### src/rtl/mem_matrix_seq.sv
// MEM-stage access sequencer: scalar accesses take one 32-bit beat, matrix accesses four.
// Optional per-beat watchdog is enabled by defining MSEQ_TIMEOUT_EN.
module mem_matrix_seq #(
  parameter int BEATS = 4
`ifdef MSEQ_TIMEOUT_EN
  ,
  parameter int TIMEOUT_CYCLES = 255
`endif
) (
  input  logic         clk,
  input  logic         rst,
  input  logic         me_mem_read,
  input  logic         me_mem_write,
  input  logic         me_matrix_op,
  input  logic [2:0]   me_func3_code,
  input  logic [31:0]  me_alu_o,
  input  logic [31:0]  me_regs_data2,
  input  logic [127:0] me_matrix_o,
  output logic         dmem_req,
  output logic         dmem_we,
  output logic [31:0]  dmem_addr,
  output logic [31:0]  dmem_wdata,
  output logic [2:0]   dmem_size,
  input  logic         dmem_ready,
  input  logic [31:0]  dmem_rdata,
  output logic         stall,
  output logic         done,
  output logic [31:0]  ld_data,
  output logic [127:0] ld_matrix,
  output logic         err
);

  localparam int BW = $clog2(BEATS);

  typedef enum logic [1:0] {
    IDLE = 2'd0,
    XFER = 2'd1,
    DONE = 2'd2
  } state_t;

  state_t         state_q, state_d;
  logic [BW-1:0]  beat_q, beat_d;
  logic           matrix_q, matrix_d;
  logic           we_q, we_d;
  logic [31:0]    addr_q, addr_d;
  logic [31:0]    sdata_q, sdata_d;
  logic [127:0]   mdata_q, mdata_d;
  logic [2:0]     func3_q, func3_d;
  logic [31:0]    ld_data_q, ld_data_d;
  logic [127:0]   ld_matrix_q, ld_matrix_d;
  logic           err_q, err_d;

  logic           access_s;
  logic           xfer_s;
  logic           last_beat_s;
  logic [BW+4:0]  lane_s;

`ifdef MSEQ_TIMEOUT_EN
  localparam int WW = $clog2(TIMEOUT_CYCLES + 1);
  logic [WW-1:0]  wait_q, wait_d;
  logic           timeout_s;
`endif

  assign access_s    = me_mem_read | me_mem_write;
  assign xfer_s      = (state_q == XFER);
  assign last_beat_s = !matrix_q || (beat_q == BW'(BEATS - 1));
  assign lane_s      = {beat_q, 5'b00000};

`ifdef MSEQ_TIMEOUT_EN
  assign timeout_s = xfer_s && !dmem_ready && (wait_q == WW'(TIMEOUT_CYCLES - 1));
`endif

  // Memory-port drive, gated so the bus reads zero whenever no beat is in flight.
  always_comb begin
    dmem_req   = xfer_s;
    dmem_we    = xfer_s & we_q;
    dmem_addr  = 32'h0;
    dmem_wdata = 32'h0;
    dmem_size  = 3'b000;
    if (xfer_s) begin
      if (matrix_q) begin
        dmem_addr  = {addr_q[31:4], 4'h0} + {{(30-BW){1'b0}}, beat_q, 2'b00};
        dmem_wdata = mdata_q[lane_s +: 32];
        dmem_size  = 3'b010;
      end else begin
        dmem_addr  = addr_q;
        dmem_wdata = sdata_q;
        dmem_size  = func3_q;
      end
    end else begin
      dmem_addr  = 32'h0;
    end
  end

  // Pipeline handshake; stall is qualified by rst so it drops the moment reset asserts.
  always_comb begin
    stall     = rst & (((state_q == IDLE) & access_s) | xfer_s);
    done      = (state_q == DONE);
    ld_data   = ld_data_q;
    ld_matrix = ld_matrix_q;
    err       = err_q;
  end

  // Next-state and datapath update.
  always_comb begin
    state_d     = state_q;
    beat_d      = beat_q;
    matrix_d    = matrix_q;
    we_d        = we_q;
    addr_d      = addr_q;
    sdata_d     = sdata_q;
    mdata_d     = mdata_q;
    func3_d     = func3_q;
    ld_data_d   = ld_data_q;
    ld_matrix_d = ld_matrix_q;
    err_d       = err_q;
`ifdef MSEQ_TIMEOUT_EN
    wait_d      = wait_q;
`endif
    case (state_q)
      IDLE: begin
        if (access_s) begin
          state_d  = XFER;
          beat_d   = {BW{1'b0}};
          matrix_d = me_matrix_op;
          we_d     = me_mem_write;
          addr_d   = me_alu_o;
          sdata_d  = me_regs_data2;
          mdata_d  = me_matrix_o;
          func3_d  = me_func3_code;
`ifdef MSEQ_TIMEOUT_EN
          wait_d   = {WW{1'b0}};
`endif
        end else begin
          state_d = IDLE;
        end
      end
      XFER: begin
        if (dmem_ready) begin
          if (we_q) begin
            ld_data_d = ld_data_q;
          end else if (matrix_q) begin
            ld_matrix_d[lane_s +: 32] = dmem_rdata;
          end else begin
            ld_data_d = dmem_rdata;
          end
`ifdef MSEQ_TIMEOUT_EN
          wait_d = {WW{1'b0}};
`endif
          if (last_beat_s) begin
            state_d = DONE;
          end else begin
            beat_d = beat_q + 1'b1;
          end
        end else begin
`ifdef MSEQ_TIMEOUT_EN
          if (timeout_s) begin
            // Abandoned read beats return zero in their slot.
            err_d   = 1'b1;
            state_d = DONE;
            if (we_q) begin
              ld_data_d = ld_data_q;
            end else if (matrix_q) begin
              ld_matrix_d[lane_s +: 32] = 32'h0;
            end else begin
              ld_data_d = 32'h0;
            end
          end else begin
            wait_d = wait_q + 1'b1;
          end
`else
          state_d = XFER;
`endif
        end
      end
      DONE: begin
        // Never launch here: the frozen instruction is still on the EX/MEM outputs.
        state_d = IDLE;
        beat_d  = {BW{1'b0}};
      end
      default: begin
        state_d = IDLE;
        beat_d  = {BW{1'b0}};
      end
    endcase
  end

  // State and datapath registers.
  always_ff @(posedge clk or negedge rst) begin
    if (!rst) begin
      state_q     <= IDLE;
      beat_q      <= {BW{1'b0}};
      matrix_q    <= 1'b0;
      we_q        <= 1'b0;
      addr_q      <= 32'h0;
      sdata_q     <= 32'h0;
      mdata_q     <= 128'h0;
      func3_q     <= 3'b000;
      ld_data_q   <= 32'h0;
      ld_matrix_q <= 128'h0;
      err_q       <= 1'b0;
`ifdef MSEQ_TIMEOUT_EN
      wait_q      <= {WW{1'b0}};
`endif
    end else begin
      state_q     <= state_d;
      beat_q      <= beat_d;
      matrix_q    <= matrix_d;
      we_q        <= we_d;
      addr_q      <= addr_d;
      sdata_q     <= sdata_d;
      mdata_q     <= mdata_d;
      func3_q     <= func3_d;
      ld_data_q   <= ld_data_d;
      ld_matrix_q <= ld_matrix_d;
      err_q       <= err_d;
`ifdef MSEQ_TIMEOUT_EN
      wait_q      <= wait_d;
`endif
    end
  end

endmodule

### config.mk
export PLATFORM = sky130hd
export DESIGN_NAME = mem_matrix_seq
export DESIGN_NICKNAME = d
export VERILOG_FILES = /design/src/rtl/mem_matrix_seq.sv
export SDC_FILE = /design/constraint.sdc
export NUM_CORES = 1
export LEC_CHECK = 0
export CORE_MARGIN = 2
export CORE_UTILIZATION = 45
export DETAILED_ROUTE_END_ITERATION = 10
export MAX_ROUTING_LAYER = met4
export PLACE_DENSITY = 0.84
export SYNTH_ARGS = -nofsm -noshare
export SYNTH_HDL_FRONTEND = slang
export SYNTH_SLANG_ARGS = --single-unit
### constraint.sdc
create_clock -name clk -period 2.7 [get_ports clk]
set_input_delay 0.405 -clock clk [delete_from_list [all_inputs] [get_ports clk]]
set_output_delay 0.405 -clock clk [all_outputs]
set_load 0.02 [all_outputs]
=== After elaboration in Yosys (flattened, before gate mapping) ===
Index checks and enable logic that the tools add are counted.

* Flip-flop bits (word level): 361
* Input bits: 233
* Output and inout port bits: 232
* Logic and storage cells: 52

* $add $sub $neg: 3
* Eq/ne operators: 7
* Shift-type cells: 3
* Muxes and demuxes: 15
* Bitwise operators: 7
* Reductions and logical operators: 7

{| class="wikitable"
|+ Operators with widths
! cell !! number
|-
| $bwmux 128 || 1
|-
| $mux 32 || 4
|-
| $shift 32x9->128 const A || 1
|-
| $shiftx 128x8->32 || 1
|-
| $shiftx 32x9->128 || 1
|-
| $add 32x4->32 || 1
|-
| $mux 2 || 5
|-
| $neg 7->9 || 1
|-
| $pmux 2 s2 || 2
|-
| $reduce_and 4->1 || 2
|-
| $mux 3 || 2
|-
| $ne 2x2->1 const B || 3
|-
| $eq 2x2->1 const B || 2
|-
| $and 1x1->1 || 3
|-
| $ne 3x2->1 const B || 1
|-
| $reduce_and 3->1 || 1
|-
| $add 2x1->2 const B || 1
|-
| $eq 2x1->1 const B || 1
|-
| $logic_not 2->1 || 1
|-
| $not 1->1 || 2
|-
| $or 1x1->1 || 2
|-
| $reduce_and 2->1 || 1
|-
| $logic_not 1->1 || 1
|-
| $logic_or 1x1->1 || 1
|-
| $mux 1 || 1
|}

=== Logic depth before layout (Yosys ltp) ===
Gate-level depths: netlist of run 1.

* Depth after elaboration: 5
* Gate-level depth with buffers: 8
* Depth with buffers taken out: 5

=== Least setup slack after synthesis of run 1 ===
OpenSTA, ideal clock, no wires.

* Path kind: reg-to-reg
* Start: register beat_q[1]
* End: register ld_matrix_q[10], in the netlist ld_matrix[10]
* Setup time: 0.079 ns
* Arrival time: 2.132 ns
* Path slack: 0.488 ns
* Cell stages (with the launch flop): 9
* Clock period less this slack: 2.212 ns
* Path through: dfrtp_1 buf_2 clkbuf_1 inv_1 ha_1 nor3b_2 clkbuf_1 nand2_1 mux2i_1

* Longest elaborated chain between the ends: 3

{| class="wikitable"
|+ RTL lines
! item !! line !! source
|-
| start: declaration || 42 || <nowiki>logic [BW-1:0] beat_q, beat_d;</nowiki>
|-
| start signal: assignment || 192 || <nowiki>beat_q <= {BW{1'b0}};</nowiki>
|-
| start signal: assignment || 207 || <nowiki>beat_q <= beat_d;</nowiki>
|-
| $neg 7->9 * || 143 || <nowiki>ld_matrix_d[lane_s +: 32] = dmem_rdata;</nowiki>
|-
| $shiftx 32x9->128 / $shift 32x9->128 (equally long branches) || 143 ||
|-
| $bwmux 128 * || 143 ||
|-
| end signal: assignment || 215 || <nowiki>ld_matrix_q <= ld_matrix_d;</nowiki>
|-
| end: declaration || 50 || <nowiki>logic [127:0] ld_matrix_q, ld_matrix_d;</nowiki>
|}

Mark *: on every way between the ends. The rest lies on a longest branch, timed or not.
A chain may end at the register's enable or synchronous reset.

=== Final worst setup path of run 1 ===
* Start: register beat_q[0]
* End: output port dmem_wdata[27]

* Longest elaborated chain between the ends: 3

{| class="wikitable"
|+ RTL lines
! item !! line !! source
|-
| $shiftx 128x8->32 || 83 || <nowiki>dmem_wdata = mdata_q[lane_s +: 32];</nowiki>
|-
| $mux 32 || 81 || <nowiki>if (matrix_q) begin</nowiki>
|-
| $mux 32 || 80 || <nowiki>if (xfer_s) begin</nowiki>
|-
| end: declaration || 22 || <nowiki>output logic [31:0] dmem_wdata,</nowiki>
|}

No other way between the ends.

==> impl_metrics.toml, run 1 <==
[outcome]
status = "complete, no violations"

[sta]
period_share_pct = 97.2
max_freq_ghz = 0.381
rsz0062_at_grt = "yes"
hold_viol = 0
setup_viol = 0
tightest_slew_ns = 0.893
fin_skew_ns = 0.0251
slew_headroom_pct = 40.5
final_max_slew_viol_count = 0
period_needed_ns = 2.62

[final_layout]
nNetsFinal = 1930
area_growth_pct = 40.5
fin_area_mm2 = 0.0225
drive_above_1_share_pct = 23.2
fill_cells = 2642

[critical_path]
worst_path_max_delay_cell = "mux4_2"
path_max_fanout = 10
crit_start = "beat_q[0]$_DFFE_PN0P_"
timing.rr.start = "beat_q[0]$_DFFE_PN0P_"
crit_chain = "buf_12, buf_6, mux4_2, mux2i_2, nor2_1, buf_4"
critPathRequiredTime_ns = 2.30
max_stage_delay_ns = 0.51
cp-start-kind = "flip-flop"
critical_path_class = "flip-flop to primary output"
cp-end-kind = "primary output"
critPathArrivalTime_ns = 2.22

[detailed_routing]
drcViolationCount = 0
drt_iter0_markers = 449
via_per_inst = 5.15
drt_wl_total_um = 45100
firstDrtPassIters = 5
ant_nets = 0
wl_per_cell_um = 20.7
via_count = 11239

[cts]
cts_made_buffers = 40
htreeDepth = 2
cts_root_buf = "clkbuf_16"
cts.sinks = 361
clk_path_buf_depth = 3
clock_latency_ns = 0.55
cts_tree = "done"
clkTransAtPathRegs_ns = 0.06

[die]
fp.dieArea_mm2 = 0.0371
die_h_um = 193
io_pins = 465
chipWidth_um = 193
std_cell_rows = 69
start_util_pct = 45.4
core_mm2 = 0.0353

[synth]
ys_warn_count = 0
synthCells = 1222
synth_top_area_share_pct = 56.4
ys_seq_area_share_pct = 56.4
yosys-top-cells-area = "dfrtp_1 56%, mux2_2 16%, mux2i_1 9.9%, mux4_2 4.5%, nand2_1 3.0%"
syn_area_mm2 = 0.0160
ys_ff_latch = 361
synth.distinct_cells = 33
yosys.area.top_type = "dfrtp_1"
synthesis.nets = 1461
avgSynthCellArea_um2 = 13.1

[min_path]
hp-class = "input port to asynchronous set/reset pin"

[pwr]
vdd_drop_max_mv = 0.819
power_density_mw_per_mm2 = 1190
power_leakage_nw = 9.79
finalPower_mw = 26.7

[grt]
grt_pass1_vias = 12041
antenna_found_initial = 4
grt_first_pass_wirelength_um = 68700
globalRouteOverflowTotal = 0
grt_max_degree = 165
track_usage_pct = 25.1

[placement]
dp_hpwl_um = 32100
gp_congestion = 0.864
portBuffers = 463
placed_area_mm2 = 0.0212

[flow_run]
cap_violations = 0
## layout make-up
| type | instances | area, um^2 | share of cell area [%] |
|---|---|---|---|
| Sequential cell | 361 | 9040 | 40.2 |
| Multi-Input combinational cell | 660 | 6110 | 27.1 |
| Timing Repair Buffer | 501 | 5010 | 22.3 |
| Clock buffer | 57 | 1170 | 5.19 |
| Tap cell | 461 | 577 | 2.56 |
| Inverter | 127 | 478 | 2.12 |
| Clock inverter | 13 | 118 | 0.523 |
| Antenna cell | 4 | 10.0 | 0.0445 |
## stage by stage
| step | hold slack [ns] | utilization [%] | setup slack [ns] | instances | setup TNS [ns] |
|---|---|---|---|---|---|
| after floorplan | 0.109 | - | 0.488 | 1222 | 0 |
| after global placement | 0.275 | 60.2 | 0.241 | 2103 | 0 |
| after detailed placement | 0.275 | 60.2 | 0.221 | 2103 | 0 |
| after CTS | 0.310 | 63.7 | 0.000871 | 2179 | 0 |
| after global routing | 0.329 | 63.7 | -0.00239 | 2184 | -0.00276 |
| final | 0.322 | 63.7 | 0.0763 | 2184 | 0 |
## synthesized netlist by cell type (all sizes together)
cell type  instances
a21o               1
clkbuf            15
mux2i            158
conb               1
a22oi              1
a22o               1
nor2              44
o21ai              2
and2              33
nand4              2
nor2b              3
and4bb             2
mux4              32
inv              126
nand2b             5
nor4b              2
o21a               1
mux2             232
clkinv             1
buf               59
and3               4
dfrtp            361
nor3b              1
ha                 6
nand3b             1
nor3               1
nand2            127
## final timing paths
check,cells after the start,endpoint,slack (ns)
setup / recovery,6,dmem_wdata[27],0.08
hold / removal,2,ld_matrix[121]$_DFFE_PN0P_,0.32
setup reg to reg,8,ld_matrix[57]$_DFFE_PN0P_,0.31
hold reg to reg,1,ld_data[14]$_DFFE_PN0P_,0.49
max in group asynchronous,3,matrix_q$_DFFE_PN0P_,1.19
min in group clk,2,mdata_q[1]$_DFFE_PN0P_,0.46
## cell families after synthesis
group | Yosys count | synth area share (%)
buffers and inverters | 201 | 5.70
and+or+nand+nor | 225 | 6.47
AOI/OAI and AO/OA | 6 | 0.258
other | 1 | 0.0234
DFF | 361 | 56.4
muxes | 422 | 30.7
adders and majority gates | 6 | 0.469
## worst max-delay path, delay by kind of cell, from the launching register on
family | cells | cell delay (ns)
buffers and inverters | 3 | 0.49
DFF | 1 | 0.41
muxes | 2 | 0.69
and+or+nand+nor | 1 | 0.08
## power breakdown
group	leakage, nW	switching, mW	internal (mW)
Clock	0.629	2.22	3.12
Combinational	5.10	5.96	6.13
Sequential	4.06	1.36	7.89
## per-layer routing
layer / vias to the layer above / global-route usage [%] / part of all wire [%] / routed length (um)
met5: - / - / 0 / 0
li1: 5021 / - / - / -
met4: 0 / 8.84 / 2.9 / 1310
met2: 456 / 41.9 / 50 / 22400
met1: 5671 / 28.6 / 38 / 17200
met3: 91 / 7.69 / 9.5 / 4280
## flip-flops by register name, summed over array words and instances (netlist names)
name / flops
addr_q: 32
beat_q: 2
func3_q: 3
ld_data: 32
ld_matrix: 128
matrix_q: 1
mdata_q: 128
sdata_q: 32
state_q: 2
we_q: 1
## layout by cell type, fill, tap and decap left out, types with 5 or more instances in the layout
cell             instances
mux2_1                   5
dfrtp_1                358
mux2_2                 227
clkinv_2                 7
and2_1                  32
buf_4                   18
clkbuf_16               43
buf_2                   20
nor2_1                  44
nand2_1                127
inv_1                  126
clkbuf_1                 9
clkbuf_8                 6
mux2i_1                157
mux4_2                  32
ha_1                     6
dlygate4sd2_1           42
clkdlybuf4s50_1        393
buf_12                  15
## timing repair
action / in CTS / in global routing
resized for setup: 133 / 18
setup endpoints to repair: 70 / 16
hold endpoints to repair: 21 / 0
hold buffers: 1 / 0
cloned: 1 / 1
buffers inserted: 4 / 0
(Power assumes the default switching activity.)
==> run 2: changes to the inputs <==
--- a/config.mk
+++ b/config.mk
@@ -5,8 +5,8 @@
 export SDC_FILE = /design/constraint.sdc
 export NUM_CORES = 1
 export LEC_CHECK = 0
-export CORE_MARGIN = 2
-export CORE_UTILIZATION = 45
+export CAP_MARGIN = 40
+export CORE_UTILIZATION = 43
 export DETAILED_ROUTE_END_ITERATION = 10
 export MAX_ROUTING_LAYER = met4
 export PLACE_DENSITY = 0.84
==> constraint.sdc (replaced) <==
create_clock -name clk -period 2.4 [get_ports clk]
set_input_delay 0.36 -clock clk [delete_from_list [all_inputs] [get_ports clk]]
set_output_delay 0.36 -clock clk [all_outputs]
set_load 0.02 [all_outputs]
==> run 2 against run 1 <==
  * Die area is 2.4% higher
  * Largest cell class unchanged
  * Clock skew is 0.010 ns lower
  * Critical path type unchanged
  * Clock-buffer cell count up 2
  * Highest routed layer unchanged
  * Global-route usage grew 0.51 points
  * Worst hold slack worse by 0.10 ns
  * Clock power grew 13%
  * Critical endpoint is now dmem_wdata[24]
  * Power rose by 15%
  * The flow now finishes with violations (setup timing)
  * Worst setup slack worse by 0.24 ns
  * Sequential cell count unchanged
  * Wire length rose by 3.6%
==> impl_metrics.toml, run 2 (synthesis gave the netlist of run 1 again) <==
[outcome]
status = "complete, but fails checks"
violations = "setup timing"

[sta]
tightest_slew_ns = 0.791
setup_viol = 30
rsz0062_at_grt = "yes"
max_freq_ghz = 0.390
period_needed_ns = 2.57
final_max_slew_viol_count = 0
slew_headroom_pct = 47.3
hold_viol = 0
fin_skew_ns = 0.0149
period_share_pct = 107
setup_ws_ns = -0.166

[die]
chipWidth_um = 195
die_h_um = 195
io_pins = 465
start_util_pct = 43.8
fp.dieArea_mm2 = 0.0380
std_cell_rows = 70
core_mm2 = 0.0366

[final_layout]
drive_above_1_share_pct = 25.0
area_growth_pct = 43.2
fin_cells = 2217
mostFrequentLayoutCell = "clkdlybuf4s50_1"
nNetsFinal = 1955
final_cell_mix = "391 x clkdlybuf4s50_1, 358 x dfrtp_1, 227 x mux2_2, 157 x mux2i_1, 127 x nand2_1"

[critical_path]
max_stage_delay_ns = 0.50
cp-start-kind = "flip-flop"
critical_path_class = "flip-flop to primary output"
critPathArrivalTime_ns = 2.21
crit_chain = "buf_6, buf_12, mux4_2, mux2i_1, nor2_1, buf_2"
critPathRequiredTime_ns = 2.04
cp_num_buf_inv = 3
cp_top_family = "multiplexers"
cp-end-kind = "primary output"
path_max_fanout = 6
worst_path_max_delay_cell = "mux4_2"

[grt]
globalRouteOverflowTotal = 0
grt_first_pass_wirelength_um = 72000
grt_max_degree = 110
antenna_found_initial = 3
track_usage_pct = 25.6
grt_pass1_vias = 12657

[pwr]
power_leakage_nw = 9.97
vdd_drop_max_mv = 0.855
power_density_mw_per_mm2 = 1340

[detailed_routing]
via_count = 11392
drt_wl_total_um = 46700
ant_nets = 0
via_per_inst = 5.14
drt_iter0_markers = 481
wl_per_cell_um = 21.1
drcViolationCount = 0
firstDrtPassIters = 7

[cts]
cts.sinks = 361
clkTransAtPathRegs_ns = 0.06
cts_tree = "done"
htreeDepth = 2
clock_latency_ns = 0.54
clk_path_buf_depth = 3
cts_root_buf = "clkbuf_16"
cts_made_buffers = 39

[min_path]
hp-class = "input port to asynchronous set/reset pin"

[placement]
dp_hpwl_um = 32500
portBuffers = 463
post-place-ws_ns = 0.0644
gp_congestion = 0.839
dp_cells = 2124

[flow_run]
cap_violations = 0
[run 2: cell types whose count changed in the layout (fill, tap and decap cells not counted), moves of 2 or more]
| cell | delta |
|---|---|
| dlymetal6s2s_1 | -3 |
| buf_4 | +28 |
| clkdlybuf4s50_1 | -2 |
| clkinv_2 | +2 |
| clkbuf_8 | +6 |
| buf_12 | +12 |
| buf_2 | -5 |
| clkbuf_1 | -3 |
| dlygate4sd2_1 | -5 |
| buf_8 | +2 |
[run 2: what timing repair did]
item                       CTS  global route
hold endpoints to repair   164             0
setup endpoints to repair   71            84
cloned                       5             1
buffers inserted            11             3
gates resized for setup    191            12
pin swaps                    4             5
hold buffers                 1             0
[run 2: per-layer routing]
layer	wire, um	global-route usage, %
met5	0	-
met2	23400	42.8
met1	17800	28.9
met4	1810	10.9
met3	3680	6.86
[run 2: power by group]
part,total [mW],switching (mW),internal [mW]
clock,6.05,2.45,3.60
sequential,10.5,1.60,8.88
combinational,14.3,6.92,7.37
total,30.8,11.0,19.8
[run 2: final timing paths]
kind	depth (start not counted)	to	from	slack, ns
min in group clk	2	mdata_q[115]$_DFFE_PN0P_	me_matrix_o[115]	0.42
setup reg to reg	8	ld_matrix[103]$_DFFE_PN0P_	beat_q[0]$_DFFE_PN0P_	0.13
hold / removal	2	addr_q[12]$_DFFE_PN0P_	rst	0.22
setup / recovery	6	dmem_wdata[24]	beat_q[0]$_DFFE_PN0P_	-0.17
hold reg to reg	1	ld_data[6]$_DFFE_PN0P_	ld_data[6]$_DFFE_PN0P_	0.49
max in group asynchronous	3	ld_data[20]$_DFFE_PN0P_	rst	1.20
[run 2: metrics by stage]
step                      hold WS, ns  setup TNS (ns)  utilization, %  cell area, um^2  power [mW]
after floorplan                0.0644               0               -            16000        18.4
after global placement          0.165               0            58.7            21500        24.4
after detailed placement        0.166               0            58.7            21500        25.0
after CTS                       0.176           -4.16            62.5            22900        31.0
after global routing            0.197           -5.08            62.6            22900        32.3
final                           0.220           -2.43            62.6            22900        30.8
[run 2: worst register-to-register path, stage by stage (launching register included)]
cell and delay, ns:
dfrtp_2 0.45, buf_4 0.16, bufbuf_16 0.27, inv_1 0.17, ha_4 0.27, nor4b_4 0.33, buf_12 0.25, nand2_1 0.11
mux2i_1 0.17
[run 2: area by class of cell]
cell class	count	area (um^2)
Multi-Input combinational cell	660	6120
Clock buffer	59	1210
Sequential cell	361	9040
Inverter	127	477
Timing Repair Buffer	527	5400
Fill cell	2716	13700
Clock inverter	12	91.3
Antenna cell	3	7.51
Tap cell	468	586
==> run 3: changes to the inputs <==
--- a/config.mk
+++ b/config.mk
@@ -13,3 +13,4 @@
 export SYNTH_ARGS = -nofsm -noshare
 export SYNTH_HDL_FRONTEND = slang
 export SYNTH_SLANG_ARGS = --single-unit
+export TNS_END_PERCENT = 20
==> run 3 against run 2 <==
  * The flow still finishes with violations (setup timing)
  * Register-to-register slack hardly changed
  * Worst hold slack gained 0.0014 ns
  * Core utilization shrank 0.19 points
  * Critical path depth did not move
  * Clock power hardly changed
  * First-iteration DRC count decreased by 7.5%
  * Combinational power about the same
  * Final cell count decreased by 0.23%
  * Critical path type unchanged
  * Critical endpoint is now dmem_wdata[28]
  * Largest power group unchanged
==> impl_metrics.toml, run 3 (synthesis gave the netlist of run 1 again) <==
[pwr]
vdd_drop_max_mv = 0.851
combPwrFrac_pct = 46.3
power_leakage_nw = 9.93
p_int_mw = 19.8
power_density_mw_per_mm2 = 1340
finalPower_mw = 30.7
p_sw_share_pct = 35.7
seqPwrFrac_pct = 34.1
p_clk_share_pct = 19.6
p_sw_mw = 11.0

[die]
core_mm2 = 0.0366
io_pins = 465
fp.dieArea_mm2 = 0.0380
chipWidth_um = 195
start_util_pct = 43.8
die_h_um = 195
std_cell_rows = 70

[grt]
globalRouteOverflowTotal = 0
grt_max_degree = 110
antenna_found_initial = 3
track_usage_pct = 25.5
grt_pass1_vias = 12642
grt_first_pass_wirelength_um = 71800

[final_layout]
mostFrequentLayoutCell = "clkdlybuf4s50_1"
area_growth_pct = 42.8
final_cell_mix = "392 x clkdlybuf4s50_1, 358 x dfrtp_1, 227 x mux2_2, 157 x mux2i_1, 127 x nand2_1"
fin_cells = 2212
drive_above_1_share_pct = 24.9
nNetsFinal = 1950

[cts]
cts_root_buf = "clkbuf_16"
clk_path_buf_depth = 3
cts_tree = "done"
clkTransAtPathRegs_ns = 0.06
clock_latency_ns = 0.54
cts_made_buffers = 39
cts.sinks = 361
htreeDepth = 2

[critical_path]
critPathRequiredTime_ns = 2.04
critPathArrivalTime_ns = 2.20
critical_path_class = "flip-flop to primary output"
cp-end-kind = "primary output"
timing.rr.start = "beat_q[0]$_DFFE_PN0P_"
cp-start-kind = "flip-flop"
path_max_fanout = 5
crit_start = "beat_q[0]$_DFFE_PN0P_"

[sta]
slew_headroom_pct = 46.5
max_freq_ghz = 0.390
period_share_pct = 107
fin_setup_tns_ns = -2.52
setup_ws_ns = -0.162
period_needed_ns = 2.56
tightest_slew_ns = 0.803
fin_skew_ns = 0.0162
final_max_slew_viol_count = 0
rsz0062_at_grt = "yes"
setup_viol = 30
hold_viol = 0

[outcome]
violations = "setup timing"
status = "complete, but fails checks"

[placement]
dp_cells = 2124
portBuffers = 463
dp_hpwl_um = 32500
gp_congestion = 0.839

[detailed_routing]
drt_iter0_markers = 445
firstDrtPassIters = 5
ant_nets = 0
via_per_inst = 5.14
via_count = 11376
wl_per_cell_um = 21.0
drcViolationCount = 0
drt_wl_total_um = 46600

[min_path]
hp-class = "input port to asynchronous set/reset pin"

[flow_run]
cap_violations = 0
==> run 3: routing by layer <==
layer	global-route usage (%)	routed length, um	up-vias
met5	-	0	-
met4	11.1	1870	0
met3	6.80	3630	106
met2	42.5	23300	474
met1	28.9	17800	5731
li1	-	-	5065
==> run 3: layout make-up <==
class	instances	area, um^2
Fill cell	2709	13700
Clock inverter	12	91.3
Timing Repair Buffer	522	5330
Tap cell	468	586
Clock buffer	59	1210
Sequential cell	361	9040
Multi-Input combinational cell	660	6120
Antenna cell	3	7.51
Inverter	127	478
==> run 3: power by group through the flow <==
stage,sequential (mW),combinational (mW),clock [mW]
floorplan,11.3,7.16,0
finish,10.5,14.2,6.04
detailed placement,10.6,14.4,0
global placement,10.4,14.0,0
global route,10.8,15.1,6.41
CTS,10.5,14.3,6.18
==> run 3: critical path, stage by stage (launching register included) <==
cell and delay [ns]:
dfrtp_2 0.43, buf_6 0.14, clkbuf_16 0.15, mux4_2 0.52, mux2i_1 0.20, nor2_1 0.07
buf_2 0.16
==> run 3: final timing paths <==
kind	slack, ns	cells past startpoint	end
max	-0.16	6	dmem_wdata[28]
min	0.22	2	addr_q[12]$_DFFE_PN0P_
max reg2reg	0.13	8	ld_matrix[103]$_DFFE_PN0P_
min reg2reg	0.49	1	ld_data[6]$_DFFE_PN0P_
max in group asynchronous	1.18	3	ld_data[20]$_DFFE_PN0P_
min in group clk	0.42	2	mdata_q[115]$_DFFE_PN0P_
==> run 3: repair_timing <==
item,CTS,global route
hold endpoints to repair,164,0
hold buffers,1,0
gates cloned,4,1
pin swaps,0,2
setup buffers,9,0
endpoints found under the setup margin,71,72
resized for setup,186,6
==> run 3: stage by stage <==
step / hold slack (ns) / cell area [um^2] / worst slack [ns] / utilization, %
6_report: 0.222 / 22900 / -0.162 / 62.5
5_1_grt: 0.197 / 22900 / -0.242 / 62.5
4_1_cts: 0.176 / 22800 / -0.200 / 62.4
3_5_place_dp: 0.166 / 21500 / 0.0644 / 58.7
3_3_place_gp: 0.165 / 21500 / 0.0569 / 58.7
2_1_floorplan: 0.0644 / 16000 / 0.188 / -
